$ cat config.mk
export PLATFORM = sky130hd
export DESIGN_NAME = decoder_scan_sequencer
export DESIGN_NICKNAME = d
export VERILOG_FILES = /design/src/rtl/decoder_scan_sequencer.sv
export SDC_FILE = /design/constraint.sdc
export NUM_CORES = 1
export LEC_CHECK = 0
export CAP_MARGIN = 25
export CORE_MARGIN = 8
export CORE_UTILIZATION = 47
export DETAILED_ROUTE_END_ITERATION = 10
export HOLD_SLACK_MARGIN = 0.02
export PLACE_DENSITY = 0.86
export SKIP_CTS_REPAIR_TIMING = 1
export SLEW_MARGIN = 30
export SYNTH_ARGS = -nofsm -noshare
export SYNTH_HDL_FRONTEND = slang
export SYNTH_SLANG_ARGS = --single-unit
$ cat constraint.sdc
create_clock -name clk -period 1.65 [get_ports clk]
set_input_delay 0.33 -clock clk [delete_from_list [all_inputs] [get_ports clk]]
set_output_delay 0.33 -clock clk [all_outputs]
set_load 0.01 [all_outputs]
$ cat src/rtl/decoder_scan_sequencer.sv
// Scan sequencer feeding a 3-to-8 decoder: walks sel through a channel window,
// holding each channel for DWELL cycles, in one-shot or continuous mode.
module decoder_scan_sequencer #(
    parameter int DWELL = 4,
    parameter int CNT_W = 8
) (
    input  logic       clk,
    input  logic       rst,
    input  logic       cfg_valid,
    output logic       cfg_ready,
    input  logic [2:0] cfg_first,
    input  logic [2:0] cfg_last,
    input  logic       cfg_cont,
    input  logic       start,
    input  logic       stop,
    output logic [2:0] sel,
    output logic       en,
    output logic       busy,
    output logic       done,
    output logic       wrap
);

    typedef enum logic [1:0] {IDLE, SCAN, DONE} state_t;

    localparam logic [CNT_W-1:0] DWELL_LAST = CNT_W'(DWELL - 1);

    state_t           state_q, state_d;
    logic [2:0]       sel_q, sel_d;
    logic             en_q, en_d;
    logic             busy_q, busy_d;
    logic             done_q, done_d;
    logic             wrap_q, wrap_d;
    logic [CNT_W-1:0] cnt_q, cnt_d;
    logic [2:0]       first_q, first_d;
    logic [2:0]       last_q, last_d;
    logic             cont_q, cont_d;

    assign cfg_ready = (state_q == IDLE);

    always_comb begin
        state_d = state_q;
        sel_d   = sel_q;
        en_d    = en_q;
        busy_d  = busy_q;
        done_d  = 1'b0;
        wrap_d  = 1'b0;
        cnt_d   = cnt_q;
        first_d = first_q;
        last_d  = last_q;
        cont_d  = cont_q;

        case (state_q)
            IDLE: begin
                en_d   = 1'b0;
                busy_d = 1'b0;
                cnt_d  = '0;
                if (cfg_valid) begin
                    first_d = cfg_first;
                    last_d  = cfg_last;
                    cont_d  = cfg_cont;
                end
                if (start && !stop) begin
                    // A config presented alongside start takes effect for this scan
                    sel_d   = cfg_valid ? cfg_first : first_q;
                    en_d    = 1'b1;
                    busy_d  = 1'b1;
                    state_d = SCAN;
                end
            end
            SCAN: begin
                if (stop) begin
                    en_d    = 1'b0;
                    busy_d  = 1'b0;
                    cnt_d   = '0;
                    state_d = IDLE;
                end else if (cnt_q == DWELL_LAST) begin
                    cnt_d = '0;
                    if (sel_q != last_q) begin
                        sel_d = sel_q + 3'd1;
                    end else if (cont_q) begin
                        sel_d  = first_q;
                        wrap_d = 1'b1;
                    end else begin
                        en_d    = 1'b0;
                        busy_d  = 1'b0;
                        done_d  = 1'b1;
                        state_d = DONE;
                    end
                end else begin
                    cnt_d = cnt_q + 1'b1;
                end
            end
            DONE: begin
                en_d    = 1'b0;
                busy_d  = 1'b0;
                state_d = IDLE;
            end
            default: begin
                en_d    = 1'b0;
                busy_d  = 1'b0;
                cnt_d   = '0;
                state_d = IDLE;
            end
        endcase
    end

    always_ff @(posedge clk or posedge rst) begin
        if (rst) begin
            state_q <= IDLE;
            sel_q   <= 3'd0;
            en_q    <= 1'b0;
            busy_q  <= 1'b0;
            done_q  <= 1'b0;
            wrap_q  <= 1'b0;
            cnt_q   <= '0;
            first_q <= 3'd0;
            last_q  <= 3'd7;
            cont_q  <= 1'b0;
        end else begin
            state_q <= state_d;
            sel_q   <= sel_d;
            en_q    <= en_d;
            busy_q  <= busy_d;
            done_q  <= done_d;
            wrap_q  <= wrap_d;
            cnt_q   <= cnt_d;
            first_q <= first_d;
            last_q  <= last_d;
            cont_q  <= cont_d;
        end
    end

    assign sel  = sel_q;
    assign en   = en_q;
    assign busy = busy_q;
    assign done = done_q;
    assign wrap = wrap_q;

endmodule

==> summary.md <==
| Metric | Value |
|---|---|
| Via total after detailed routing | `approximately 1,100` |
| # IOs | `20` |
| #FFs+latches synth | `23` |
| Cell Rows | `18` |
| Placed instance count | `between 150 and 200` |
| Worst Tran Pin Value | `0.468 ns` |
| WP data arrival | `~2.0 ns` |
| RSZ-0062 raised after global routing | `yes` |
| Slew Viols, Final | `0` |
| Clk_skew | `~0.0081 ns` |
| Critical-path maximum fanout | `3` |
| Mapped Nets | `approximately 130` |
| Crit path capture type | `flip-flop` |
| Final setup vio count | `5` |
| Clk_lat worst skew | `between 0.3 and 0.4 ns` |
| Failing checks | `setup timing` |
| FF-to-FF path depth | `5` |
| Final Hold Viols | `0` |
| Crit path capture | `sel[0]` |
| Die Area | `4450 sq um` |
| Worst reg2reg setup slack | `-0.13 ns` |
| Min Tclk post-route | `approximately 1.8 ns` |
| CP startpoint kind | `flip-flop` |
| Gpl congestion | `roughly 0.97` |
| CP startpoint | `cnt_q[1]` |
| Port-buffer cells | `19` |
| First-pass GRT wire length | `a little over 5000 um` |
| TritonCTS clock tree | `done` |
| CTS Root Cell | `clkbuf_4` |
| Area growth from synthesis to layout | `47.7%` |
| Mapped Cells | `around 110` |
| Min-Delay Path Class | `input port to async pin` |
| Routed Antenna Nets | `0` |
| Total grt overflow | `0` |
| Final WS setup | `-0.133 ns` |
| R2R Path End | `sel[0]` |
| Vias in the first global route | `1,071` |
| DP Wirelength | `2220 um` |
| Starting Density | `0.492` |
| Clock-pin slew on the worst setup and hold paths | `0.13 ns` |
| Drt drc | `0` |
| Die H | `between 60 and 70 um` |
| Placeable Area | `about 2500 sq um` |
| Final std cells w/o fill | `189` |
| Slew headroom | `0.688` |
| Layout cells sized above 1 | `0.409` |
| Setup_tns | `-0.433 ns` |
| MaxCap Viol Count | `0` |
| Clock Path Buffers | `2` |
| WHS | `~0.31 ns` |
| Total design power | `1920 uW` |
| Maximum vdd drop | `0.913 mV` |
| Final wirelength | `3650 um` |
| Drt via density | `just under 6` |
| Largest net degree at the start of global routing | `14` |
| Syn avg cell area | `~11 sq um` |
| Register area share after synthesis | `0.480` |
| Library cells used by synthesis | `37` |
| Crit Path Class | `flip-flop to flip-flop` |
| CTS Sinks | `23` |
| Status | `complete, but fails checks` |
| First drt pass iteration count | `4` |
| Final #Nets | `~170` |
| Final worst-path cycle share | `1.08` |
| WL per Instance | `a little under 20 um` |
| Crit Reg-Reg Startpoint | `cnt_q[1]` |
| LEAKAGE | `between 0.0007 and 0.0008 uW` |
| Total GRT Usage | `0.143` |
| Final core occ | `0.726` |
| Critical Path RT | `1.85 ns` |
| Initial drt markers | `53` |
| Die W | `66.7 um` |
| H-Tree Level Count | `1` |
| Pwr/cell area | `1080 nW/um^2` |
| Post-Syn Area | `approximately 1200 sq um` |
| Fillers | `between 150 and 200` |
| Synth warnings | `0` |
| Initial antenna violation count | `0` |
| CTS buffer count | `3` |
| Max Freq | `~560 MHz` |
| Antenna cells | `0` |
## layout make-up
class	instances	area, sq um	area share
clock buffer	4	26.3	0.0147
inverter	3	11.3	0.00632
multi-input combinational	82	718	0.403
sequential	23	582	0.326
tap	30	37.5	0.0211
timing repair buffer	47	408	0.229
## cells by family (layout without fill, tap and decap cells)
logic type,Yosys count,after routing,share of synthesized area
xor gates and xnor gates,4,4,0.0290
muxes,14,14,0.131
adders and majority gates,2,2,0.0207
buffers and inverters,8,54,0.0301
AOI/OAI and AO/OA,23,23,0.135
and+or+nand+nor,39,39,0.175
DFF,23,23,0.480
## metrics by stage
stage               cell area (sq um)  setup WS, ns
floorplan                        1240        -0.123
global placement                 1610        -0.207
detailed placement               1610        -0.271
CTS                              1630        -0.201
global route                     1780        -0.202
finish                           1780        -0.133
## worst min path at each step
stage	startpoint	to	slack (ns)	depth (start not counted)
6_report	rst	sel[2]	0.31	2
4_1_cts	rst	wrap	0.31	2
5_1_grt	rst	sel[2]	0.33	2
2_1_floorplan	rst	busy	0.33	1
3_5_place_dp	cnt_q[7]	cnt_q[7]	0.47	1
3_3_place_gp	cnt_q[7]	cnt_q[7]	0.46	1
## synthesized netlist by cell type (all sizes together)
| cell type | number | share of area |
|---|---|---|
| a22o | 3 | 0.022 |
| nor3b | 1 | 0.0062 |
| or2b | 1 | 0.0062 |
| xor2 | 3 | 0.022 |
| dfstp | 3 | 0.065 |
| nand3 | 6 | 0.025 |
| nor2 | 3 | 0.0093 |
| a21oi | 3 | 0.012 |
| nand2 | 7 | 0.022 |
| and3 | 2 | 0.010 |
| or3 | 1 | 0.0052 |
| nand4 | 2 | 0.010 |
| mux2 | 11 | 0.11 |
| a21o | 2 | 0.012 |
| nor4 | 2 | 0.010 |
| inv | 3 | 0.0093 |
| a21boi | 1 | 0.0062 |
| o31ai | 2 | 0.012 |
| o311a | 1 | 0.0083 |
| nor4b | 1 | 0.0073 |
| mux2i | 3 | 0.025 |
| and2 | 2 | 0.010 |
| clkbuf | 2 | 0.0062 |
| dfrtp | 20 | 0.41 |
| xnor2 | 1 | 0.0073 |
| ha | 2 | 0.021 |
| nor3 | 5 | 0.021 |
| o31a | 1 | 0.0083 |
| o211ai | 1 | 0.0062 |
| nor2b | 5 | 0.026 |
| buf | 3 | 0.015 |
| o21ai | 7 | 0.032 |
| nand3b | 1 | 0.0062 |
| o311ai | 2 | 0.015 |
## worst max-delay path: stages (launching register included)
cell     delay, ns
dfrtp_1       0.38
ha_2          0.20
nor4b_4       0.31
nand3_2       0.18
o21ai_4       0.23
mux2_2        0.38
## cells in the final DEF, fill, tap and decap left out, types with 3 or more instances in the layout
| master | count |
|---|---|
| a22o_1 | 3 |
| o21ai_0 | 6 |
| inv_1 | 3 |
| clkbuf_4 | 3 |
| nor3_2 | 3 |
| nand3_1 | 5 |
| dlymetal6s2s_1 | 4 |
| a21oi_1 | 3 |
| buf_4 | 27 |
| nand2_1 | 7 |
| xor2_2 | 3 |
| dfstp_2 | 3 |
| mux2_2 | 9 |
| clkdlybuf4s50_1 | 15 |
| mux2i_1 | 3 |
| dfrtp_1 | 18 |
| nor2b_1 | 5 |
## state kept, by name, summed over array words and instances, names as in the netlist
| name | count |
|---|---|
| busy | 1 |
| state_q | 2 |
| first_q | 3 |
| cnt_q | 8 |
| sel | 3 |
| last_q | 3 |
| wrap | 1 |
| cont_q | 1 |
| done | 1 |
## report_power, final
part           internal, uW  total (uW)  leakage (uW)  switching [uW]
registers               651         740      0.000291            88.6
clock network          94.2         263     0.0000150             169
logic                   476         920      0.000493             444
total                  1220        1920      0.000799             701
## layer usage
metal,routed length [um],track usage,up-vias
li1,-,-,501
met5,0,0,-
met1,1590,0.187,560
met4,93,0.0480,0
met2,1750,0.227,49
met3,220,0.0319,12
Power figures use the tool's default switching activity.
